===== src/rtl/mem_pkg.sv =====
// Shared types for the memory stage: load/store opcodes, FSM states and
// opcode classification helpers.
package mem_pkg;

    typedef enum logic [3:0] {
        MEM_NONE = 4'd0,
        MEM_LB   = 4'd1,
        MEM_LBU  = 4'd2,
        MEM_LH   = 4'd3,
        MEM_LHU  = 4'd4,
        MEM_LW   = 4'd5,
        MEM_SB   = 4'd6,
        MEM_SH   = 4'd7,
        MEM_SW   = 4'd8
    } mem_op_e;

    typedef enum logic {
        ST_IDLE = 1'b0,
        ST_BUSY = 1'b1
    } mem_state_e;

    function automatic logic is_load(input mem_op_e op);
        return (op == MEM_LB) || (op == MEM_LBU) || (op == MEM_LH) ||
               (op == MEM_LHU) || (op == MEM_LW);
    endfunction

    function automatic logic is_store(input mem_op_e op);
        return (op == MEM_SB) || (op == MEM_SH) || (op == MEM_SW);
    endfunction

    // Halfword needs an even address, word needs a multiple of four.
    function automatic logic is_misaligned(input mem_op_e op, input logic [1:0] off);
        case (op)
            MEM_LH, MEM_LHU, MEM_SH: return off[0];
            MEM_LW, MEM_SW:          return (off != 2'b00);
            default:                 return 1'b0;
        endcase
    endfunction

endpackage


===== src/rtl/mem_if.sv =====
// Single-outstanding data bus between the memory stage (master) and the
// data memory / bus fabric (slave).
// Handshake: the master raises dbus_req together with dbus_wr/addr/be/wdata
// and holds all of them stable until the cycle in which the slave asserts
// dbus_ack; that cycle completes the access (dbus_rdata is valid with ack for
// loads) and dbus_req drops at the following edge. Ack without req is ignored.
interface mem_if;
    logic        dbus_req;
    logic        dbus_wr;
    logic [31:0] dbus_addr;
    logic [3:0]  dbus_be;
    logic [31:0] dbus_wdata;
    logic [31:0] dbus_rdata;
    logic        dbus_ack;

    modport master (
        output dbus_req, dbus_wr, dbus_addr, dbus_be, dbus_wdata,
        input  dbus_rdata, dbus_ack
    );

    modport slave (
        input  dbus_req, dbus_wr, dbus_addr, dbus_be, dbus_wdata,
        output dbus_rdata, dbus_ack
    );
endinterface


===== src/rtl/mem_lane.sv =====
// Little-endian lane steering: byte enables and store-data replication for
// the outgoing access, byte/half extraction and sign/zero extension for the
// returned load word. Purely combinational.
module mem_lane
    import mem_pkg::*;
(
    input  mem_op_e     i_op,
    input  logic [1:0]  i_off,
    input  logic [31:0] i_store_data,
    input  logic [31:0] i_rdata,
    output logic [3:0]  o_be,
    output logic [31:0] o_wdata,
    output logic [31:0] o_load_data
);
    logic [7:0]  w_byte;
    logic [15:0] w_half;

    // Pick the addressed byte lane and halfword lane out of the read word.
    always_comb begin
        w_byte = i_rdata[7:0];
        case (i_off)
            2'd1:    w_byte = i_rdata[15:8];
            2'd2:    w_byte = i_rdata[23:16];
            2'd3:    w_byte = i_rdata[31:24];
            default: w_byte = i_rdata[7:0];
        endcase
        w_half = i_off[1] ? i_rdata[31:16] : i_rdata[15:0];
    end

    // Size-dependent enables, replication and extension; low bits below the
    // access size are ignored, which aligns misaligned accesses down.
    always_comb begin
        o_be        = 4'b0000;
        o_wdata     = i_store_data;
        o_load_data = i_rdata;
        case (i_op)
            MEM_LB: begin
                o_be        = 4'b0001 << i_off;
                o_load_data = {{24{w_byte[7]}}, w_byte};
            end
            MEM_LBU: begin
                o_be        = 4'b0001 << i_off;
                o_load_data = {24'd0, w_byte};
            end
            MEM_LH: begin
                o_be        = i_off[1] ? 4'b1100 : 4'b0011;
                o_load_data = {{16{w_half[15]}}, w_half};
            end
            MEM_LHU: begin
                o_be        = i_off[1] ? 4'b1100 : 4'b0011;
                o_load_data = {16'd0, w_half};
            end
            MEM_LW: begin
                o_be = 4'b1111;
            end
            MEM_SB: begin
                o_be    = 4'b0001 << i_off;
                o_wdata = {4{i_store_data[7:0]}};
            end
            MEM_SH: begin
                o_be    = i_off[1] ? 4'b1100 : 4'b0011;
                o_wdata = {2{i_store_data[15:0]}};
            end
            MEM_SW: begin
                o_be = 4'b1111;
            end
            default: begin
                o_be = 4'b0000;
            end
        endcase
    end
endmodule


===== src/rtl/mem_stage.sv =====
// MIPS-style memory stage. Non-memory ops pass straight through to the mem_*
// registers (which also feed forwarding back to EX). Loads and stores issue
// one access on the data bus and hold the pipeline via stall_req until ack or
// until ACK_TIMEOUT BUSY cycles elapse (bus_err pulse, instruction dropped).
// Optional build macro: MEM_ALIGN_CHECK_EN -- misaligned half/word accesses
// are rejected with an addr_err pulse instead of being aligned down.
module mem_stage
    import mem_pkg::*;
#(
    parameter int ACK_TIMEOUT = 16,
    parameter int TO_W        = 5
) (
    input  logic        clk,
    input  logic        reset,
    input  logic        ex_we,
    input  logic [4:0]  ex_waddr,
    input  logic [31:0] ex_wdata,
    input  logic        ex_whilo,
    input  logic [31:0] ex_hi,
    input  logic [31:0] ex_lo,
    input  logic [3:0]  ex_mem_op,
    input  logic [31:0] ex_mem_addr,
    input  logic [31:0] ex_store_data,
    output logic        mem_we,
    output logic [4:0]  mem_waddr,
    output logic [31:0] mem_wdata,
    output logic        mem_whilo,
    output logic [31:0] mem_hi,
    output logic [31:0] mem_lo,
    output logic        stall_req,
    output logic        bus_err,
`ifdef MEM_ALIGN_CHECK_EN
    output logic        addr_err,
`endif
    output mem_state_e  o_dbg_state,
    mem_if.master       dbus
);
    mem_state_e    r_state;
    logic [TO_W-1:0] r_cnt;
    mem_op_e       r_op;
    logic [1:0]    r_off;
    logic          r_we;
    logic [4:0]    r_waddr;
    logic          r_mem_we, r_mem_whilo, r_bus_err;
    logic [4:0]    r_mem_waddr;
    logic [31:0]   r_mem_wdata, r_mem_hi, r_mem_lo;
    logic          r_req, r_wr;
    logic [31:0]   r_addr, r_wdata;
    logic [3:0]    r_be;
`ifdef MEM_ALIGN_CHECK_EN
    logic          r_addr_err;
`endif

    mem_op_e       w_ex_op, w_lane_op;
    logic [1:0]    w_lane_off;
    logic          w_is_mem, w_misalign, w_timeout;
    logic [3:0]    w_be;
    logic [31:0]   w_wdata, w_load_data;

    assign w_ex_op   = mem_op_e'(ex_mem_op);
    assign w_is_mem  = is_load(w_ex_op) || is_store(w_ex_op);
    assign w_timeout = (r_state == ST_BUSY) && !dbus.dbus_ack &&
                       (r_cnt == TO_W'(ACK_TIMEOUT - 1));
`ifdef MEM_ALIGN_CHECK_EN
    assign w_misalign = w_is_mem && is_misaligned(w_ex_op, ex_mem_addr[1:0]);
`else
    assign w_misalign = 1'b0;
`endif

    // One lane steerer: fed from EX while issuing, from the latched access
    // while waiting for the load data.
    assign w_lane_op  = (r_state == ST_BUSY) ? r_op : w_ex_op;
    assign w_lane_off = (r_state == ST_BUSY) ? r_off : ex_mem_addr[1:0];

    mem_lane u_lane (
        .i_op         (w_lane_op),
        .i_off        (w_lane_off),
        .i_store_data (ex_store_data),
        .i_rdata      (dbus.dbus_rdata),
        .o_be         (w_be),
        .o_wdata      (w_wdata),
        .o_load_data  (w_load_data)
    );

    // Freeze upstream while an access is being issued or is still unacked;
    // the ack cycle and the timeout cycle release it.
    always_comb begin
        stall_req = 1'b0;
        if (r_state == ST_IDLE) begin
            stall_req = w_is_mem && !w_misalign;
        end else begin
            stall_req = !dbus.dbus_ack && !w_timeout;
        end
    end

    // Pipeline register plus bus FSM: pass-through, issue, ack or timeout.
    always_ff @(posedge clk) begin
        if (reset) begin
            r_state     <= ST_IDLE;
            r_cnt       <= '0;
            r_op        <= MEM_NONE;
            r_off       <= 2'b00;
            r_we        <= 1'b0;
            r_waddr     <= 5'd0;
            r_mem_we    <= 1'b0;
            r_mem_waddr <= 5'd0;
            r_mem_wdata <= 32'd0;
            r_mem_whilo <= 1'b0;
            r_mem_hi    <= 32'd0;
            r_mem_lo    <= 32'd0;
            r_bus_err   <= 1'b0;
            r_req       <= 1'b0;
            r_wr        <= 1'b0;
            r_addr      <= 32'd0;
            r_be        <= 4'd0;
            r_wdata     <= 32'd0;
`ifdef MEM_ALIGN_CHECK_EN
            r_addr_err  <= 1'b0;
`endif
        end else begin
            r_bus_err <= 1'b0;
`ifdef MEM_ALIGN_CHECK_EN
            r_addr_err <= 1'b0;
`endif
            case (r_state)
                ST_IDLE: begin
                    if (w_is_mem) begin
                        // Memory ops leave a bubble until their result is ready.
                        r_mem_we    <= 1'b0;
                        r_mem_whilo <= 1'b0;
                        if (w_misalign) begin
`ifdef MEM_ALIGN_CHECK_EN
                            r_addr_err <= 1'b1;
`endif
                        end else begin
                            r_state <= ST_BUSY;
                            r_cnt   <= '0;
                            r_op    <= w_ex_op;
                            r_off   <= ex_mem_addr[1:0];
                            r_we    <= ex_we;
                            r_waddr <= ex_waddr;
                            r_req   <= 1'b1;
                            r_wr    <= is_store(w_ex_op);
                            r_addr  <= {ex_mem_addr[31:2], 2'b00};
                            r_be    <= w_be;
                            r_wdata <= w_wdata;
                        end
                    end else begin
                        r_mem_we    <= ex_we;
                        r_mem_waddr <= ex_waddr;
                        r_mem_wdata <= ex_wdata;
                        r_mem_whilo <= ex_whilo;
                        r_mem_hi    <= ex_hi;
                        r_mem_lo    <= ex_lo;
                    end
                end
                ST_BUSY: begin
                    if (dbus.dbus_ack) begin
                        r_state <= ST_IDLE;
                        r_req   <= 1'b0;
                        if (is_load(r_op)) begin
                            r_mem_we    <= r_we;
                            r_mem_waddr <= r_waddr;
                            r_mem_wdata <= w_load_data;
                        end else begin
                            r_mem_we <= 1'b0;
                        end
                    end else if (w_timeout) begin
                        r_state   <= ST_IDLE;
                        r_req     <= 1'b0;
                        r_bus_err <= 1'b1;
                        r_mem_we  <= 1'b0;
                    end else begin
                        r_cnt <= r_cnt + TO_W'(1);
                    end
                end
            endcase
        end
    end

    assign mem_we          = r_mem_we;
    assign mem_waddr       = r_mem_waddr;
    assign mem_wdata       = r_mem_wdata;
    assign mem_whilo       = r_mem_whilo;
    assign mem_hi          = r_mem_hi;
    assign mem_lo          = r_mem_lo;
    assign bus_err         = r_bus_err;
    assign o_dbg_state     = r_state;
    assign dbus.dbus_req   = r_req;
    assign dbus.dbus_wr    = r_wr;
    assign dbus.dbus_addr  = r_addr;
    assign dbus.dbus_be    = r_be;
    assign dbus.dbus_wdata = r_wdata;
`ifdef MEM_ALIGN_CHECK_EN
    assign addr_err        = r_addr_err;
`endif
endmodule


===== src/flat_wrapper.sv =====
// flat-port wrapper written by rule: the top's interface ports become plain ports
module mem_stage_flat import mem_pkg::*;
#(
    parameter int ACK_TIMEOUT = 16,
    parameter int TO_W        = 5
)
  (clk, reset, ex_we, ex_waddr, ex_wdata, ex_whilo, ex_hi, ex_lo, ex_mem_op, ex_mem_addr, ex_store_data, mem_we, mem_waddr, mem_wdata, mem_whilo, mem_hi, mem_lo, stall_req, bus_err, o_dbg_state, dbus_dbus_req, dbus_dbus_wr, dbus_dbus_addr, dbus_dbus_be, dbus_dbus_wdata, dbus_dbus_rdata, dbus_dbus_ack);
  mem_if dbus_i ();
  input  logic clk;
  input  logic reset;
  input  logic ex_we;
  input  logic [4:0] ex_waddr;
  input  logic [31:0] ex_wdata;
  input  logic ex_whilo;
  input  logic [31:0] ex_hi;
  input  logic [31:0] ex_lo;
  input  logic [3:0] ex_mem_op;
  input  logic [31:0] ex_mem_addr;
  input  logic [31:0] ex_store_data;
  output logic mem_we;
  output logic [4:0] mem_waddr;
  output logic [31:0] mem_wdata;
  output logic mem_whilo;
  output logic [31:0] mem_hi;
  output logic [31:0] mem_lo;
  output logic stall_req;
  output logic bus_err;
  output mem_state_e o_dbg_state;
  output wire logic [$bits(dbus_i.dbus_req)-1:0] dbus_dbus_req;
  output wire logic [$bits(dbus_i.dbus_wr)-1:0] dbus_dbus_wr;
  output wire logic [$bits(dbus_i.dbus_addr)-1:0] dbus_dbus_addr;
  output wire logic [$bits(dbus_i.dbus_be)-1:0] dbus_dbus_be;
  output wire logic [$bits(dbus_i.dbus_wdata)-1:0] dbus_dbus_wdata;
  input wire logic [$bits(dbus_i.dbus_rdata)-1:0] dbus_dbus_rdata;
  input wire logic [$bits(dbus_i.dbus_ack)-1:0] dbus_dbus_ack;
  assign dbus_dbus_req = dbus_i.dbus_req;
  assign dbus_dbus_wr = dbus_i.dbus_wr;
  assign dbus_dbus_addr = dbus_i.dbus_addr;
  assign dbus_dbus_be = dbus_i.dbus_be;
  assign dbus_dbus_wdata = dbus_i.dbus_wdata;
  assign dbus_i.dbus_rdata = dbus_dbus_rdata;
  assign dbus_i.dbus_ack = dbus_dbus_ack;
  mem_stage #(.ACK_TIMEOUT(ACK_TIMEOUT), .TO_W(TO_W)) u_core (.clk(clk), .reset(reset), .ex_we(ex_we), .ex_waddr(ex_waddr), .ex_wdata(ex_wdata), .ex_whilo(ex_whilo), .ex_hi(ex_hi), .ex_lo(ex_lo), .ex_mem_op(ex_mem_op), .ex_mem_addr(ex_mem_addr), .ex_store_data(ex_store_data), .mem_we(mem_we), .mem_waddr(mem_waddr), .mem_wdata(mem_wdata), .mem_whilo(mem_whilo), .mem_hi(mem_hi), .mem_lo(mem_lo), .stall_req(stall_req), .bus_err(bus_err), .o_dbg_state(o_dbg_state), .dbus(dbus_i));
endmodule

===== config.mk =====
export PLATFORM = sky130hd
export DESIGN_NAME = mem_stage_flat
export DESIGN_NICKNAME = d
export VERILOG_FILES = /design/src/rtl/mem_pkg.sv /design/src/rtl/mem_if.sv /design/src/rtl/mem_lane.sv /design/src/rtl/mem_stage.sv /design/src/flat_wrapper.sv
export SDC_FILE = /design/constraint.sdc
export NUM_CORES = 1
export LEC_CHECK = 0
export CORE_MARGIN = 8
export CORE_UTILIZATION = 46
export CTS_BUF_LIST = sky130_fd_sc_hd__clkbuf_4 sky130_fd_sc_hd__clkbuf_8 sky130_fd_sc_hd__clkbuf_16
export DETAILED_ROUTE_END_ITERATION = 10
export PLACE_DENSITY = 0.95
export SLEW_MARGIN = 20
export SYNTH_ARGS = -nofsm -noshare
export SYNTH_HDL_FRONTEND = slang
export SYNTH_HIERARCHICAL = 1
export SYNTH_SLANG_ARGS = --single-unit
export TNS_END_PERCENT = 5

===== constraint.sdc =====
create_clock -name clk -period 4.3 [get_ports clk]
set_input_delay 0.645 -clock clk [delete_from_list [all_inputs] [get_ports clk]]
set_output_delay 0.645 -clock clk [all_outputs]
set_load 0.005 [all_outputs]

# Yosys cells after proc, flatten, opt, wreduce, memory -nomap -nowiden
# Cells that the tools add are included.
[word_totals] out_inout_bits=176 input_bits=206 register_bits=190 word_cells=114
[op_classes] eq_ne=32 n_bitwise=2 reduce_logical=25 mux=35 n_shift=1 addsub=1
[op_table] op="$pmux 32 s2" n=2
[op_table] op="$pmux 32 s4" n=1
[op_table] op="$mux 32" n=3
[op_table] op="$eq 4x3->1 const B" n=10
[op_table] op="$mux 5" n=6
[op_table] op="$eq 4x2->1 const B" n=6
[op_table] op="$pmux 8 s3" n=1
[op_table] op="$pmux 5 s2" n=2
[op_table] op="$mux 16" n=1
[op_table] op="$eq 4x1->1 const B" n=3
[op_table] op="$mux 1" n=12
[op_table] op="$pmux 4 s3" n=1
[op_table] op="$logic_or 1x1->1" n=11
[op_table] op="$ne 2x2->1 const B" n=5
[op_table] op="$reduce_or 3->1" n=3
[op_table] op="$eq 4x4->1 const B" n=2
[op_table] op="$mux 4" n=2
[op_table] op="$pmux 1 s2" n=3
[op_table] op="$reduce_and 2->1" n=3
[op_table] op="$reduce_and 3->1" n=2
[op_table] op="$add 5x1->5 const B" n=1
[op_table] op="$eq 5x4->1 const B" n=1
[op_table] op="$eq 2x2->1 const B" n=2
[op_table] op="$shl 1x2->4 const A" n=1
[op_table] op="other kinds (8)" n=12

# Longest topological paths before layout
[depth] word_depth=8 depth_mapped=12 ltp_nobuf=8

# Cells and area by module
# The synthesis kept the hierarchy.
[modules_own_cells] module="mem_stage" n_inst=1 seq_area_each_um2=3803.6 cells_per_inst=779 area_each_um2=7420.9
[modules_own_cells] module="mem_lane" n_inst=1 seq_area_each_um2=0.0 cells_per_inst=178 area_each_um2=1398.8

# Worst setup path after synthesis
# No wires, ideal clock.
[synth_timing] kind="reg2reg" start="register u_core.r_state (netlist: u_core/o_dbg_state)" end="register u_core.r_mem_wdata[16] (netlist: u_core/mem_wdata[16])" setup_slack_ns=1.379 path_stages_with_launch=13 synth_period_minus_slack_ns=2.921 arrival_ns=2.775 required_ns=4.154 path_buffers=5 setup_time_ns=0.146 cell_sequence="dfxtp_1 > buf_2 > buf_2 > clkbuf_1 > mux2_2 > buf_6 > mux4_2 > nor2_4 > a211oi_4 > buf_6 > a21o_1 > mux2i_1 > a211oi_2"
[synth_via] elab_chain_cells=7 word_cells_on_any_way=20 cone_classes="10 x eq/ne; 8 x mux; 1 x bitwise; 1 x reduce/logical"
[synth_lines] element="start, declared" line="mem_stage.sv:38" text="mem_state_e r_state;"
[synth_lines] element="start signal, assigned" line="mem_stage.sv:99" text="r_state <= ST_IDLE;"
[synth_lines] element="start signal, assigned" line="mem_stage.sv:136" text="r_state <= ST_BUSY;"
[synth_lines] element="start signal, assigned" line="mem_stage.sv:159" text="r_state <= ST_IDLE;"
[synth_lines] element="$mux 2 *" line="mem_stage.sv:73" text="assign w_lane_off = (r_state == ST_BUSY) ? r_off : ex_mem_addr[1:0];"
[synth_lines] element="net u_core.w_lane_off[1]" line="mem_stage.sv:55" text="logic [1:0] w_lane_off;"
[synth_lines] element="$eq 2x2->1 or $eq 2x1->1 (tied branches)" line="mem_lane.sv:21" text="case (i_off)"
[synth_lines] element="$pmux 8 s3" line="mem_lane.sv:21"
[synth_lines] element="$pmux 32 s4 *" line="mem_lane.sv:36" text="case (i_op)"
[synth_lines] element="net u_core.w_load_data[16]" line="mem_stage.sv:58" text="logic [31:0] w_wdata, w_load_data;"
[synth_lines] element="$mux 32 *" line="mem_stage.sv:161" text="if (is_load(r_op)) begin"
[synth_lines] element="$mux 32 *" line="mem_stage.sv:158" text="if (dbus.dbus_ack) begin"
[synth_lines] element="$pmux 32 s2 *" line="mem_stage.sv:125" text="case (r_state)"
[synth_lines] element="end signal, assigned" line="mem_stage.sv:151" text="r_mem_wdata <= ex_wdata;"
[synth_lines] element="end signal, assigned" line="mem_stage.sv:164" text="r_mem_wdata <= w_load_data;"
[synth_lines] element="end, declared" line="mem_stage.sv:46" text="logic [31:0] r_mem_wdata, r_mem_hi, r_mem_lo;"
# Mark *: on every way through the listed nets, which the timed path passes. The rest lies on a longest branch. The select of a mux whose other input is x is not followed.
# A chain may end at the register's enable or synchronous reset.

# Worst setup path after layout
[layout_timing] start="input ex_mem_op[0]" end="output stall_req"
[layout_via] elab_chain_cells=7 word_cells_on_any_way=16 cone_classes="8 x eq/ne; 1 x mux; 7 x reduce/logical"
[layout_lines] element="start, declared" line="flat_wrapper.sv:17" text="input logic [3:0] ex_mem_op;"
[layout_lines] element="$eq 4x1->1 or $eq 4x2->1 (tied branches)" line="mem_pkg.sv:23" text="return (op == MEM_LB) || (op == MEM_LBU) || (op == MEM_LH) ||"
[layout_lines] element="$logic_or 1x1->1 (3 in series)" line="mem_pkg.sv:23"
[layout_lines] element="$logic_or 1x1->1" line="mem_pkg.sv:24" text="(op == MEM_LHU) || (op == MEM_LW);"
[layout_lines] element="$logic_or 1x1->1 *" line="mem_stage.sv:61" text="assign w_is_mem = is_load(w_ex_op) || is_store(w_ex_op);"
[layout_lines] element="$mux 1 *" line="mem_stage.sv:89" text="if (r_state == ST_IDLE) begin"
[layout_lines] element="end, declared" line="flat_wrapper.sv:26" text="output logic stall_req;"
# Every way passes the cells marked *; elsewhere a longest branch is shown, timed or not.

==> impl_results.md <==
- Antenna violations before repair: 0
- Largest area contributor in the netlist: dfxtp_1
- Worst reg2reg path endpoint: u_core/mem_wdata[1]
- Gr usage total: 0.250
- Worst VDD drop: 0.262 mV
- Clock-pin slew on the worst setup and hold paths: 0.07 ns
- Post-synthesis sequential area ratio: 0.431
- Antenna Violating Nets Remaining: 0
- Worst-margin pin slew: 0.780 ns
- Synth-to-Final Area Change: 49.9%
- WHS Endpoint: u_core/mem_hi[28]
- Post-synthesis cell type count: 57
- Seq cells post-synth: 190
- Die span in x: 154 um
- R2R depth: 8
- Layout filler cell count: 1337
- Hold Crit Depth: 2
- Setup repair bufs after CTS: 0
- First-pass GRT wire length: 47700 um
- CP Capture Type: output port
- CP Launch Type: primary input
- Most numerous cell on the critical path: clkdlybuf4s50_1
- Combinational cell fraction of total power: 0.255
- Setup violations, final: 0
- NumNets Final: 1492
- Core Rows: 50
- Cell Area, Synth: 8820 sq um
- Die area: 23900 sq um
- Syn Inst Count: 957
- Post_cts resized: 0
- Hold-fix buffers at CTS: 0
- Share of layout cells above drive strength 1: 0.0880
- Root buffer cell: clkbuf_16
- DP Wirelength: 23200 um
- Hold Fails Final Rpt: 0
- Sw Pwr: 1.38 mW
- Top FF cell, synth: dfxtp_1
- HP Start: u_core/mem_hi[28]
- CP Class: in2out
- Clock Skews: 0.0106 ns
- Clk sink count: 190
- Main combinational cell family by area after synthesis: multiplexers
- Post-synthesis compound-gate area fraction: 0.153
- Ys async rst share: 0
- Area of the core: 18800 sq um
- Adder-cell share of the synthesized area: 0.00284
- Yosys warning count: 6
- CP max FO: 6
- TritonCTS clock tree: built
- Clock latency on the worst-skew pair: 0.42 ns
- Synth cell count leaders: 190 x dfxtp_1, 144 x nand2_1, 128 x mux2i_1
- CP Cell Sequence: clkdlybuf4s50_1 > o31a_1 > nor3_2 > or2_2 > clkdlybuf4s50_1
- Hold WC Path Type: reg2reg
- Starting Density: 0.470
- Status: finished, final reports clean
- Mean post-synth cell area: 9.22 sq um
- Final Critical Period: 3.36 ns
- WL per Instance: 20.5 um
- Worst path slowest cell: clkdlybuf4s50_1
- Sw frac: 0.285
- Setup Total Neg Slack: 0 ns
- DR vias: 8487
- Ranking of synthesized cells by area: dfxtp_1 43%, mux2i_1 15%, nand2_1 6.1%
- Antenna diodes: 0
- RSZ-0062 raised after global routing: false
- R2R setup slack: 1.35 ns
- Overflow after GRT: 0
- Most instantiated library cell after synthesis: dfxtp_1
- Slew Viols, Final: 0
- Share of the synthesized area in the top cell type: 0.431
- Headroom to the max-slew limit: 0.479
- Drt pass-1 iters: 5
- Number of remaining DRC errors: 0
- Gpl congestion: 0.930
- CP required: 3.65 ns
- Timing-limited maximum frequency: 0.297 GHz
- Crit path DAT: 2.72 ns
- Synth Area in Simple Gates: 0.156
- Total Routed Length: 31300 um
- Vias in the first global route: 8612
- Post-synth EDFFs: 0
- Core Util, Final: 0.704
- Leakage Power: 5.07 nW
- Clock H-tree levels: 4
- Max Cap Violations: 0
- Power density of the placed cells: 366 nW/um^2
- Largest net degree at the start of global routing: 107
- Mux cell area share after synthesis: 0.199
- Synth Area in XOR/XNOR: 0.00298
- Share of power burned in registers: 0.410
- Vias/cell: 5.55
- Die height: 154 um
- Ports: 382
- Fin crit share: 0.782
- RR Startpoint: u_core/o_dbg_state
- CP max stage delay: 0.53 ns
- CTS buffer count: 17
- Port bufs: 379
- DRT iter0 DRCs: 646
- Clock share of power: 0.335
- CTS max path bufs: 2
- Power Internal: 3.46 mW
## worst max-delay path, delay by kind of cell
| kind | cells | cell delay (ns) |
|---|---|---|
| buffers and inverters | 2 | 1.06 |
| AND/OR/NAND/NOR | 2 | 0.56 |
| AO/OA/AOI/OAI | 1 | 0.45 |
## cells in the final DEF (no fill, tap or decap), types with 8 or more instances in the layout
cell type and count:
nor2_1 88, clkbuf_16 17, nand2_1 144, o21ai_1 20
buf_4 14, a21o_1 19, nor2b_1 9, a211oi_2 30
mux4_2 8, mux2_1 16, mux2i_1 128, clkdlybuf4s50_1 378
dfxtp_1 189, nor3_1 45, a21oi_1 91, mux2_2 10
## kinds of logic (layout without fill, tap and decap cells)
kind of cell | Yosys count | after routing
other | 1 | 2
xor gates and xnor gates | 3 | 3
buffers and inverters | 92 | 430
DFF | 190 | 190
AOI/OAI and AO/OA | 194 | 194
muxes | 162 | 162
and+or+nand+nor | 313 | 313
adders and majority gates | 2 | 2
## cell type report
| type | count | area, sq um | share of cell area |
|---|---|---|---|
| Sequential cell | 190 | 3800 | 0.288 |
| Clock inverter | 13 | 156 | 0.0118 |
| Tap cell | 234 | 293 | 0.0222 |
| Timing Repair Buffer | 395 | 3940 | 0.298 |
| Clock buffer | 18 | 439 | 0.0332 |
| Inverter | 4 | 15.0 | 0.00114 |
| Multi-Input combinational cell | 676 | 4570 | 0.346 |
## power groups by stage
stage	clock network, mW	registers [mW]	logic (mW)
5_1_grt	1.72	2.00	1.32
6_report	1.62	1.99	1.24
2_1_floorplan	0	2.02	0.618
3_3_place_gp	0	2.02	1.20
4_1_cts	1.64	1.99	1.23
3_5_place_dp	0	2.03	1.23
## sequential cells by signal, summed over array words and instances (netlist names)
signal and flops:
u_core/dbus.dbus_wdata 32, u_core/mem_hi 32, u_core/mem_lo 32, u_core/mem_wdata 32, u_core/dbus.dbus_addr 30, u_core/mem_waddr 5, u_core/r_cnt 5, u_core/r_waddr 5
u_core/dbus.dbus_be 4, u_core/r_op 4, u_core/r_off 2, u_core/bus_err 1, u_core/dbus.dbus_req 1, u_core/dbus.dbus_wr 1, u_core/mem_we 1, u_core/mem_whilo 1
u_core/o_dbg_state 1, u_core/r_we 1
## per-layer routing
metal / vias to the layer above / wire length (um) / GRT usage / share of wire
met2: 442 / 15800 / 0.440 / 0.51
li1: 3978 / - / - / -
met1: 4001 / 11800 / 0.280 / 0.38
met4: 0 / 925 / 0.0943 / 0.030
met3: 66 / 2760 / 0.0750 / 0.088
met5: - / 0 / 0 / 0
## how the worst max path moves through the flow
stage,startpoint,endpoint,slack [ns]
after floorplan,u_core/o_dbg_state,u_core/mem_wdata[16],1.38
after global placement,ex_mem_op[1],u_core/mem_wdata[3],0.61
after detailed placement,ex_mem_op[1],u_core/mem_wdata[1],0.47
after CTS,ex_mem_op[0],stall_req,0.92
after global routing,ex_mem_op[1],u_core/mem_wdata[1],0.83
final,ex_mem_op[0],stall_req,0.94
## metrics by stage
step                      cells  hold slack (ns)  power [mW]  cell area, sq um  worst slack [ns]
final                      1530            0.455        4.84             13200             0.936
after global routing       1530            0.471        5.04             13200             0.826
after CTS                  1530            0.456        4.87             13200             0.924
after detailed placement   1499            0.445        3.25             12600             0.475
after global placement     1499            0.441        3.22             12600             0.607
after floorplan             958            0.448        2.64              8820              1.38
Power figures use the tool's default switching activity.
==> edit (config.mk and constraints unchanged) <==
`TO_W` is set to 5 in 2 places; all go to 4.
--- a/src/rtl/mem_stage.sv
+++ b/src/rtl/mem_stage.sv
@@ -8,7 +8,7 @@
     import mem_pkg::*;
 #(
     parameter int ACK_TIMEOUT = 16,
-    parameter int TO_W        = 5
+    parameter int TO_W        = 4
 ) (
     input  logic        clk,
     input  logic        reset,
--- a/src/flat_wrapper.sv
+++ b/src/flat_wrapper.sv
@@ -2,7 +2,7 @@
 module mem_stage_flat import mem_pkg::*;
 #(
     parameter int ACK_TIMEOUT = 16,
-    parameter int TO_W        = 5
+    parameter int TO_W        = 4
 )
   (clk, reset, ex_we, ex_waddr, ex_wdata, ex_whilo, ex_hi, ex_lo, ex_mem_op, ex_mem_addr, ex_store_data, mem_we, mem_waddr, mem_wdata, mem_whilo, mem_hi, mem_lo, stall_req, bus_err, o_dbg_state, dbus_dbus_req, dbus_dbus_wr, dbus_dbus_addr, dbus_dbus_be, dbus_dbus_wdata, dbus_dbus_rdata, dbus_dbus_ack);
   mem_if dbus_i ();
Check against the original RTL: no difference found for any inputs over 4 cycles, from zero or initial values and one cycle with reset high; that may be too few to reach the edited logic, so the function may still have changed.
==> edit against the unedited design <==
  * Design area shrank 0.54%
  * Synthesized area shrank 0.79%
  * Total power shrank 1.4%
  * Register-to-register slack lost 0.10 ns
  * Sequential cell count shrank 1
  * Clock skew grew 0.0082 ns
  * Non-clock buffer count is the same
  * First-iteration DRC count grew 1.1%
  * Routed wire length grew 1.7%
  * Setup slack lost 0.088 ns
  * Highest routed layer unchanged
==> edit: results <==
{
  "dr_total_vias": 8507,
  "drt_first_pass_iters": 6,
  "synth_common_cells": "dfxtp_1 (189), nand2_1 (144), mux2i_1 (128)",
  "reg2reg_setup_slack_ns": 1.25,
  "p_per_area_nw_per_um2": 363,
  "p_comb_frac": 0.262,
  "status": "completed",
  "cp_max_fo": 7,
  "grt_max_degree": 103,
  "worst_r2r_path_depth": 9,
  "grt_first_pass_wirelength_um": 48900,
  "wl_met2_um": 15600,
  "max_freq_ghz": 0.290,
  "wl_met3_um": 3040,
  "gp_congestion": 0.902,
  "routed_wl_um": 31900,
  "internal_power_w": 0.00335,
  "dpl_cell_area_um2": 12600,
  "vias_per_cell": 5.58,
  "avgSynthCellArea_um2": 9.21,
  "cp.arrival_ns": 2.81,
  "vdd_drop_max_v": 0.000313,
  "powerClk_w": 0.00155,
  "slew_headroom": 0.387,
  "post-place-ws_ns": 0.583,
  "hpwlAfterDp_um": 23200,
  "drt_iter0_drc": 653,
  "synth_area_leaders": "dfxtp_1 (43%), mux2i_1 (15%), nand2_1 (6.2%)",
  "placed_cells": 1493,
  "finalClockSkew_ns": 0.0187,
  "grt_usage": 0.258
}
-- edit: cell count changes after synthesis, sizes merged, moves of 4 or more --
cell and change:
buf +4, clkbuf -5, nand3 +5, nor2b -4
-- edit: metal layers --
layer / global-route usage / vias up
met4: 0.126 / 0
li1: - / 3961
met1: 0.271 / 3999
met3: 0.0964 / 85
met2: 0.448 / 462
met5: 0 / -
-- edit: final cells by class --
type / instances / area (um2) / share of cell area
Multi-Input combinational cell: 671 / 4530 / 0.344
Timing Repair Buffer: 395 / 3950 / 0.301
Sequential cell: 189 / 3780 / 0.288
Clock buffer: 18 / 433 / 0.0329
Tap cell: 234 / 293 / 0.0223
Clock inverter: 14 / 141 / 0.0108
Inverter: 4 / 15.0 / 0.00114
-- edit: path summary, 6_finish.rpt --
check / start / endpoint
worst max-delay path: ex_mem_op[0] / stall_req
worst min-delay path: u_core/mem_lo[22]$_SDFFE_PP0P_ / u_core/mem_lo[22]$_SDFFE_PP0P_
worst max register to register: u_core/o_dbg_state$_SDFF_PP0_ / u_core/mem_wdata[21]$_SDFFE_PP0P_
worst min register to register: u_core/mem_lo[22]$_SDFFE_PP0P_ / u_core/mem_lo[22]$_SDFFE_PP0P_
-- edit: logic make-up after synthesis --
family	Yosys count	share of synthesized area
multiplexers	164	0.203
flip-flops	189	0.432
buffers and inverters	91	0.0545
AND/OR/NAND/NOR	308	0.152
adder cells (fa/ha/maj)	1	0.00143
other	1	0.000429
AO/OA/AOI/OAI	193	0.154
XOR/XNOR	3	0.00300
-- edit: worst reg2reg max path, delay by kind of cell (launching register included) --
kind,cells,cell delay [ns]
mux,2,0.57
flops,1,0.37
simple gates,2,0.22
buf+inv,2,0.65
compound gates,3,1.17
